## config.mk

```make
export PLATFORM = sky130hd
export DESIGN_NAME = control_stage_buffer_flat
export DESIGN_NICKNAME = d
export VERILOG_FILES = /design/src/rtl/control_stage_buffer_if.sv /design/src/rtl/control_stage_buffer.sv /design/src/flat_wrapper.sv
export SDC_FILE = /design/constraint.sdc
export NUM_CORES = 1
export LEC_CHECK = 0
export CAP_MARGIN = 20
export CORE_MARGIN = 1
export CORE_UTILIZATION = 49
export DETAILED_ROUTE_END_ITERATION = 7
export GPL_TIMING_DRIVEN = 0
export PLACE_DENSITY = 0.79
export SLEW_MARGIN = 20
export SYNTH_ARGS = -nofsm -noshare
export SYNTH_HDL_FRONTEND = slang
export SYNTH_SLANG_ARGS = --single-unit
```

## constraint.sdc

```tcl
create_clock -name clk -period 4.6 [get_ports clk]
set_input_delay 0.92 -clock clk [delete_from_list [all_inputs] [get_ports clk]]
set_output_delay 0.92 -clock clk [all_outputs]
set_load 0.05 [all_outputs]
```

## src/rtl/control_stage_buffer_if.sv

```systemverilog
// Handshake and status bundle between decode, the control stage buffer and execute.
// The slave modport is the buffer side; the master modport is the decode/execute side.
interface control_stage_buffer_if #(
  parameter int WIDTH = 32,
  parameter int CNT_W = 16
);
  logic             in_valid;
  logic             in_ready;
  logic [WIDTH-1:0] in_control;
  logic             flush;
  logic             out_valid;
  logic             out_ready;
  logic [WIDTH-1:0] out_control;
  logic [CNT_W-1:0] accept_count;
  logic [CNT_W-1:0] drop_count;

  modport slave (
    input  in_valid, in_control, flush, out_ready,
    output in_ready, out_valid, out_control, accept_count, drop_count
  );

  modport master (
    output in_valid, in_control, flush, out_ready,
    input  in_ready, out_valid, out_control, accept_count, drop_count
  );
endinterface

```

## src/rtl/control_stage_buffer.sv

```systemverilog
// Two-entry ready/valid skid buffer for the pipeline control word, with
// synchronous flush plus accepted-word (wrapping) and flushed-word
// (saturating) counters.
//
// state    | meaning
// ---------+-------------------------------------------
// ST_EMPTY | no word held, out_valid low
// ST_ONE   | head holds the only word
// ST_FULL  | head is oldest, tail is next; in_ready low
module control_stage_buffer #(
  parameter int WIDTH = 32,
  parameter int CNT_W = 16
) (
  input  logic                   clk,
  input  logic                   rst,
  control_stage_buffer_if.slave  bus
);

  typedef enum logic [1:0] {
    ST_EMPTY = 2'd0,
    ST_ONE   = 2'd1,
    ST_FULL  = 2'd2
  } state_t;

  state_t           r_state;
  state_t           w_state_nxt;
  logic [WIDTH-1:0] r_head;
  logic [WIDTH-1:0] r_tail;
  logic [CNT_W-1:0] r_accept;
  logic [CNT_W-1:0] r_drop;

  logic             w_in_ready;
  logic             w_out_valid;
  logic             w_push;
  logic             w_pop;
  logic             w_load_head_in;
  logic             w_load_head_tail;
  logic             w_load_tail;
  logic [1:0]       w_held;
  logic [CNT_W:0]   w_drop_sum;

  // in_ready looks only at registered state and rst/flush, never at out_ready.
  assign w_in_ready  = !rst && !bus.flush && (r_state != ST_FULL);
  assign w_out_valid = (r_state != ST_EMPTY);
  assign w_push      = bus.in_valid && w_in_ready;
  // A pop coinciding with a flush is discarded, not consumed.
  assign w_pop       = w_out_valid && bus.out_ready && !bus.flush;

  assign bus.in_ready     = w_in_ready;
  assign bus.out_valid    = w_out_valid;
  assign bus.out_control  = w_out_valid ? r_head : '0;
  assign bus.accept_count = r_accept;
  assign bus.drop_count   = r_drop;

  // Extra bit catches overflow so the drop counter can clamp instead of wrapping.
  assign w_drop_sum = {1'b0, r_drop} + {{(CNT_W-1){1'b0}}, w_held};

  // Next-state and data-move decode.
  always_comb begin
    w_state_nxt      = r_state;
    w_load_head_in   = 1'b0;
    w_load_head_tail = 1'b0;
    w_load_tail      = 1'b0;
    w_held           = 2'd0;
    case (r_state)
      ST_EMPTY: begin
        w_held = 2'd0;
        if (w_push) begin
          w_state_nxt    = ST_ONE;
          w_load_head_in = 1'b1;
        end
      end
      ST_ONE: begin
        w_held = 2'd1;
        if (w_push && w_pop) begin
          w_load_head_in = 1'b1;
        end else if (w_push) begin
          w_state_nxt = ST_FULL;
          w_load_tail = 1'b1;
        end else if (w_pop) begin
          w_state_nxt = ST_EMPTY;
        end
      end
      ST_FULL: begin
        w_held = 2'd2;
        if (w_pop) begin
          w_state_nxt      = ST_ONE;
          w_load_head_tail = 1'b1;
        end
      end
      default: begin
        w_state_nxt = ST_EMPTY;
      end
    endcase
    if (bus.flush) begin
      w_state_nxt = ST_EMPTY;
    end
  end

  // State register.
  always_ff @(posedge clk) begin
    if (rst) begin
      r_state <= ST_EMPTY;
    end else begin
      r_state <= w_state_nxt;
    end
  end

  // Data entries carry no reset; validity is tracked by the state alone.
  always_ff @(posedge clk) begin
    if (w_load_head_in) begin
      r_head <= bus.in_control;
    end else if (w_load_head_tail) begin
      r_head <= r_tail;
    end
    if (w_load_tail) begin
      r_tail <= bus.in_control;
    end
  end

  // Statistic counters: accepted words wrap, flushed words saturate.
  always_ff @(posedge clk) begin
    if (rst) begin
      r_accept <= '0;
      r_drop   <= '0;
    end else begin
      if (w_push) begin
        r_accept <= r_accept + {{(CNT_W-1){1'b0}}, 1'b1};
      end
      if (bus.flush) begin
        r_drop <= w_drop_sum[CNT_W] ? {CNT_W{1'b1}} : w_drop_sum[CNT_W-1:0];
      end
    end
  end

endmodule

```

## src/flat_wrapper.sv

```systemverilog
// flat-port wrapper written by rule: the top's interface ports become plain ports
module control_stage_buffer_flat 
#(
  parameter int WIDTH = 32,
  parameter int CNT_W = 16
)
  (clk, rst, bus_in_valid, bus_in_control, bus_flush, bus_out_ready, bus_in_ready, bus_out_valid, bus_out_control, bus_accept_count, bus_drop_count);
  control_stage_buffer_if #(.WIDTH(WIDTH), .CNT_W(CNT_W)) bus_i ();
  input  logic clk;
  input  logic rst;
  input wire logic [$bits(bus_i.in_valid)-1:0] bus_in_valid;
  input wire logic [$bits(bus_i.in_control)-1:0] bus_in_control;
  input wire logic [$bits(bus_i.flush)-1:0] bus_flush;
  input wire logic [$bits(bus_i.out_ready)-1:0] bus_out_ready;
  output wire logic [$bits(bus_i.in_ready)-1:0] bus_in_ready;
  output wire logic [$bits(bus_i.out_valid)-1:0] bus_out_valid;
  output wire logic [$bits(bus_i.out_control)-1:0] bus_out_control;
  output wire logic [$bits(bus_i.accept_count)-1:0] bus_accept_count;
  output wire logic [$bits(bus_i.drop_count)-1:0] bus_drop_count;
  assign bus_i.in_valid = bus_in_valid;
  assign bus_i.in_control = bus_in_control;
  assign bus_i.flush = bus_flush;
  assign bus_i.out_ready = bus_out_ready;
  assign bus_in_ready = bus_i.in_ready;
  assign bus_out_valid = bus_i.out_valid;
  assign bus_out_control = bus_i.out_control;
  assign bus_accept_count = bus_i.accept_count;
  assign bus_drop_count = bus_i.drop_count;
  control_stage_buffer #(.WIDTH(WIDTH), .CNT_W(CNT_W)) u_core (.clk(clk), .rst(rst), .bus(bus_i));
endmodule
```

==> results.py, run 1 <==
metrics = {
    "power_and_ir_drop": {
        "p_clk_share_pct": 35.2,
        "leakagePower_nw": 1.86,
        "peakVddDrop_mv": 0.194,
        "power_switching_mw": 0.392,
        "p_int_mw": 1.33,
        "power_density_nw_per_um2": 303,
        "pwr-share-seq_pct": 55.6,
        "comb_power_share_pct": 9.2,
        "swShare_pct": 22.9,
    },
    "synth": {
        "ys_top_cells_by_area": "edfxtp_1 45%, dfxtp_1 16%, mux2_2 8.7%, nor2b_1 5.4%, a21oi_1 2.5%",
        "syn_area_per_cell_um2": 12.3,
        "synth_top_area_share_pct": 45.2,
        "yosysTopAreaCell": "edfxtp_1",
        "yosysUniqueCellTypes": 42,
        "syn_area_um2": 4250,
        "synth.ff_latch_count": 98,
        "ys.flop_type": "edfxtp_1",
        "synth_edf_count": 64,
        "postSynthCellCount": 345,
        "yosysSeqAreaShare_pct": 61.2,
        "ys_warn_count": 0,
        "synthArstFlopShare_pct": 0,
        "synth_fp_nets": 386,
    },
    "global_routing": {
        "first_global_vias": 2843,
        "antenna_found_initial": 0,
        "grt_max_degree": 18,
        "overflow": 0,
        "grt_pass1_wl_mm": 13.8,
        "grtUsageTotal_pct": 20.2,
    },
    "floorplanning": {
        "die_x_um": 95.2,
        "start_util_pct": 51.2,
        "fp.dieH_um": 95.2,
        "pin_count": 103,
        "dieArea_um2": 9050,
        "core_area_um2": 8300,
        "placementRows": 33,
    },
    "clock_tree": {
        "tritoncts": "done",
        "clock_latency_ps": 360,
        "postCtsSetupBuffers": 0,
        "htreeDepth": 3,
        "hold_buffers": 0,
        "cts_buffers": 9,
        "clock_path_buffers": 2,
        "cts_resized": 0,
        "cts.sinks": 98,
        "cts_root_buf": "clkbuf_8",
        "clk_pin_slew_worst_paths_ps": 90,
    },
    "worst_setup_path": {
        "cp_max_fo": 10,
        "cp-start-kind": "register",
        "worstPathArrival_ps": 2370,
        "cp_slowest_stage_delay_ps": 720,
        "crit_chain": "nor2_1, clkbuf_1, nor2b_1, clkdlybuf4s50_1",
        "cp.required_ps": 3680,
        "crit_type": "reg -> out",
        "critical-path-slowest-cell": "clkdlybuf4s50_1",
        "endpoint_kind": "output port",
        "rrSetupSlack_ps": 1870,
    },
    "timing": {
        "setup_viol": 0,
        "rsz0062_at_grt": "no",
        "tightest_slew_ps": 780,
        "relSlewSlack_pct": 47.5,
        "setup_slack_ps": 1310,
        "slew_viol_final": 0,
        "fin_crit_ps": 3290,
        "fin_crit_sh_pct": 71.6,
        "skew_ps": 12.8,
        "final-hold-violation-count": 0,
        "fmax_ghz": 0.304,
    },
    "cells_and_area": {
        "fill_cells": 623,
        "final_cell_mix": "99 x clkdlybuf4s50_1, 64 x edfxtp_1, 37 x nor2b_1",
        "final_net_count": 498,
        "final_common_cell": "clkdlybuf4s50_1",
        "multi_input_area_um2": 1540,
        "finalCoreUtilization_pct": 68.3,
        "drive_above_1_share_pct": 13.4,
        "fin_cells": 566,
        "areaGrowthSynthToFinish_pct": 33.3,
        "regArea_um2": 2600,
        "antennaDiodeCount": 0,
    },
    "placement": {
        "dp_cells": 551,
        "place_ws_ps": 1300,
        "hpwlAfterDp_mm": 6.43,
        "io_buffers": 99,
        "gp_congestion": 0.857,
    },
    "status": {
        "outcome": "complete, no violations",
    },
    "route": {
        "antenna_left": 0,
        "wirelength_mm": 8.93,
        "remaining_drc_errors": 0,
        "vias": 3021,
        "viasPerCell": 5.34,
        "firstDrtPassIters": 4,
        "drt_iter0_drc": 166,
        "wire_per_inst_um": 15.8,
    },
    "min_path": {
        "hp-class": "reg -> reg",
    },
    "flow_run": {
        "drv_cap": 0,
    },
}
[kinds of logic after synthesis]
logic type	after synthesis	share of synthesized area (%)
simple gates	125	16.8
flops	98	61.2
compound gates	39	5.53
mux	35	9.21
buf+inv	31	3.18
xor+xnor	13	2.68
fa+ha+maj	4	1.35
[power by group through the flow]
| stage | clock network, mW | logic, mW | registers [mW] |
|---|---|---|---|
| 6_report | 0.605 | 0.159 | 0.954 |
| 5_1_grt | 0.643 | 0.169 | 0.956 |
| 4_1_cts | 0.614 | 0.160 | 0.954 |
| 3_5_place_dp | 0 | 0.160 | 0.975 |
| 3_3_place_gp | 0 | 0.152 | 0.975 |
| 2_1_floorplan | 0 | 0.0816 | 0.979 |
[sequential cells by signal, indices dropped and copies added (netlist names)]
register,count
u_core.r_state,2
u_core.r_tail,32
u_core.bus.accept_count,16
u_core.r_head,32
u_core.bus.drop_count,16
[synth_stat cells, drive strengths merged (7+ instances only)]
| cell | n |
|---|---|
| clkbuf | 11 |
| dfxtp | 34 |
| nand3 | 9 |
| nor2b | 37 |
| inv | 12 |
| nor2 | 18 |
| edfxtp | 64 |
| a21oi | 21 |
| nand2 | 8 |
| mux2 | 33 |
| nor3 | 9 |
| xnor2 | 7 |
| buf | 8 |
| nand4 | 12 |
[metrics by stage]
step	TNS (ps)	area [um2]	total power [mW]	hold WS [ps]
6_report	0	5670	1.72	478
5_1_grt	0	5670	1.77	507
4_1_cts	0	5670	1.73	483
3_5_place_dp	0	5450	1.13	469
3_3_place_gp	-135	5370	1.13	461
2_1_floorplan	0	4250	1.06	525
[critical path: cells and delay by family, from the launching register on]
kind	cells	cell delay [ps]
buffers and inverters	2	1140
and+or+nand+nor	2	500
DFF	1	380
[routing by layer]
metal | vias up | wire length, um | GRT usage (%)
li1 | 1488 | - | -
met1 | 1461 | 4080 | 27.6
met2 | 63 | 4300 | 31.5
met3 | 9 | 424 | 5.50
met4 | 0 | 123 | 6.06
met5 | - | 0 | 0
[final timing paths]
path,from,end,depth (start not counted)
min reg2reg,u_core.bus.accept_count[15],u_core.bus.accept_count[15],2
min,u_core.bus.accept_count[15],u_core.bus.accept_count[15],2
max reg2reg,u_core.r_state[0],u_core.bus.drop_count[14],10
max,u_core.r_state[0],bus_out_control[8],4
[layout make-up]
type	count	share of cell area, %
buffer	19	1.59
clock buffer	9	2.19
clock inverter	6	1.61
inverter	12	0.795
multi-input combinational	216	27.1
sequential	98	45.9
tap	105	2.32
timing repair buffer	101	18.5
(Power assumes the default switching activity.)
==> run 2: changes to the inputs <==
Settings changed: CORE_UTILIZATION 49 to 45, PLACE_DENSITY 0.79 to 0.77.
Clock period 4.6 ns to 2.98 ns, I/O delays scaled along.
==> results.py, run 2 (synthesis gave the netlist of run 1 again) <==
metrics = {
    "cells_and_area": {
        "final_cell_mix": "99 x clkdlybuf4s50_1, 64 x edfxtp_1, 37 x nor2b_1",
        "biggestRegsByFlops": "u_core.r_head: 32 flops, u_core.r_tail: 32 flops",
        "antennaDiodeCount": 0,
        "drive_above_1_share_pct": 14.3,
        "final_cell_area_um2": 5630,
        "final_net_count": 497,
        "fill_cells": 748,
        "final_common_cell": "clkdlybuf4s50_1",
        "areaGrowthSynthToFinish_pct": 32.3,
    },
    "global_routing": {
        "overflow": 0,
        "grtUsageTotal_pct": 19.1,
        "first_global_vias": 3020,
        "antenna_found_initial": 0,
        "grt_max_degree": 20,
        "grt_pass1_wl_mm": 14.7,
    },
    "clock_tree": {
        "hold_buffers": 0,
        "cts_buffers": 9,
        "tritoncts": "done",
        "clock_path_buffers": 2,
        "cts_root_buf": "clkbuf_8",
        "cts_resized": 1,
        "htreeDepth": 3,
        "postCtsSetupBuffers": 0,
        "clock_latency_ps": 370,
        "cts.sinks": 98,
        "clk_pin_slew_worst_paths_ps": 90,
    },
    "worst_setup_path": {
        "reg2reg_to": "u_core.bus.drop_count[14]",
        "endpoint_kind": "output port",
        "cp-start-kind": "register",
        "r2r.worst_path.cells": 9,
        "worstPathArrival_ps": 2190,
        "cp.required_ps": 2380,
        "rrSetupSlack_ps": 390,
        "reg2reg_from": "u_core.r_state[0]",
        "crit_type": "reg -> out",
        "cp_max_fo": 8,
    },
    "floorplanning": {
        "placementRows": 35,
        "core_area_um2": 9200,
        "start_util_pct": 46.2,
        "pin_count": 103,
        "fp.dieH_um": 99.2,
        "die_x_um": 99.2,
        "dieArea_um2": 9840,
    },
    "timing": {
        "skew_ps": 13.9,
        "fin_crit_ps": 2790,
        "final-hold-violation-count": 0,
        "relSlewSlack_pct": 51.1,
        "rsz0062_at_grt": "no",
        "fin_crit_sh_pct": 93.6,
        "fmax_ghz": 0.359,
        "tightest_slew_ps": 726,
        "setup_viol": 0,
        "fin_hold_ws_ps": 494,
        "slew_viol_final": 0,
    },
    "status": {
        "outcome": "complete, no violations",
    },
    "route": {
        "remaining_drc_errors": 0,
        "drt_iter0_drc": 78,
        "vias": 3037,
        "wirelength_mm": 8.99,
        "firstDrtPassIters": 5,
        "viasPerCell": 5.31,
        "wire_per_inst_um": 15.7,
        "antenna_left": 0,
    },
    "flow_run": {
        "drv_cap": 0,
    },
    "min_path": {
        "holdPathStages": 2,
        "hp-class": "reg -> reg",
        "holdPathEnd": "u_core.bus.accept_count[15]",
        "hp-start": "u_core.bus.accept_count[15]",
    },
    "power_and_ir_drop": {
        "leakagePower_nw": 1.83,
        "power_density_nw_per_um2": 446,
        "peakVddDrop_mv": 0.212,
    },
    "placement": {
        "place_area_um2": 5450,
        "io_buffers": 99,
        "hpwlAfterDp_mm": 6.43,
        "gp_congestion": 0.794,
    },
}
[run 2: cell count changes in the layout (fill, tap and decap cells not counted), moves of 2 or more]
cell / delta
clkinvlp_4: +4
clkbuf_1: -3
clkbuf_2: +3
bufinv_16: -2
clkinv_4: -2
[run 2: power by group]
| part | internal, mW | switching (mW) |
|---|---|---|
| Clock | 0.312 | 0.479 |
| Combinational | 0.108 | 0.139 |
| Sequential | 1.47 | 0.00718 |
[run 2: how the worst max path moves through the flow]
| stage | from | to | slack (ps) | cells past startpoint |
|---|---|---|---|---|
| 4_1_cts | u_core.r_state[0] | bus_out_control[18] | 30 | 4 |
| 3_3_place_gp | rst | u_core.r_head[2] | -210 | 5 |
| 2_1_floorplan | rst | u_core.r_head[0] | 420 | 5 |
| 6_report | u_core.r_state[0] | bus_in_ready | 190 | 5 |
| 3_5_place_dp | rst | u_core.r_head[29] | 220 | 6 |
| 5_1_grt | u_core.r_state[0] | bus_out_control[15] | 70 | 4 |
[run 2: final cells by class]
cell class / instances / area, um2 / area share, %
timing repair buffer: 101 / 1030 / 18.4
sequential: 98 / 2600 / 46.3
clock buffer: 10 / 128 / 2.27
buffer: 18 / 90.1 / 1.60
multi-input combinational: 216 / 1540 / 27.3
clock inverter: 6 / 50.0 / 0.890
tap: 111 / 139 / 2.47
inverter: 12 / 45.0 / 0.801
[run 2: through the flow]
| stage | std cells | setup TNS, ps | utilization, % | power [mW] | worst slack (ps) |
|---|---|---|---|---|---|
| final | 572 | 0 | 61.2 | 2.51 | 192 |
| after global routing | 572 | 0 | 61.2 | 2.60 | 74.9 |
| after CTS | 573 | 0 | 61.2 | 2.53 | 28.8 |
| after detailed placement | 557 | 0 | 59.2 | 1.75 | 219 |
| after global placement | 555 | -10190 | 58.6 | 1.74 | -213 |
| after floorplan | 345 | 0 | - | 1.64 | 415 |
[run 2: metal layers]
layer | vias to the layer above | GRT usage (%) | part of all wire [%]
met5 | - | 0 | 0
met4 | 0 | 6.45 | 1.4
met3 | 11 | 4.22 | 6.1
met2 | 105 | 31.6 | 48
met1 | 1439 | 25.0 | 45
li1 | 1482 | - | -
[run 2: worst max-delay path, stage by stage, from the launching register on]
cell	delay (ps)
dfxtp_1	460
nand2b_1	150
buf_4	170
inv_2	90
nor2_1	150
clkdlybuf4s50_1	820
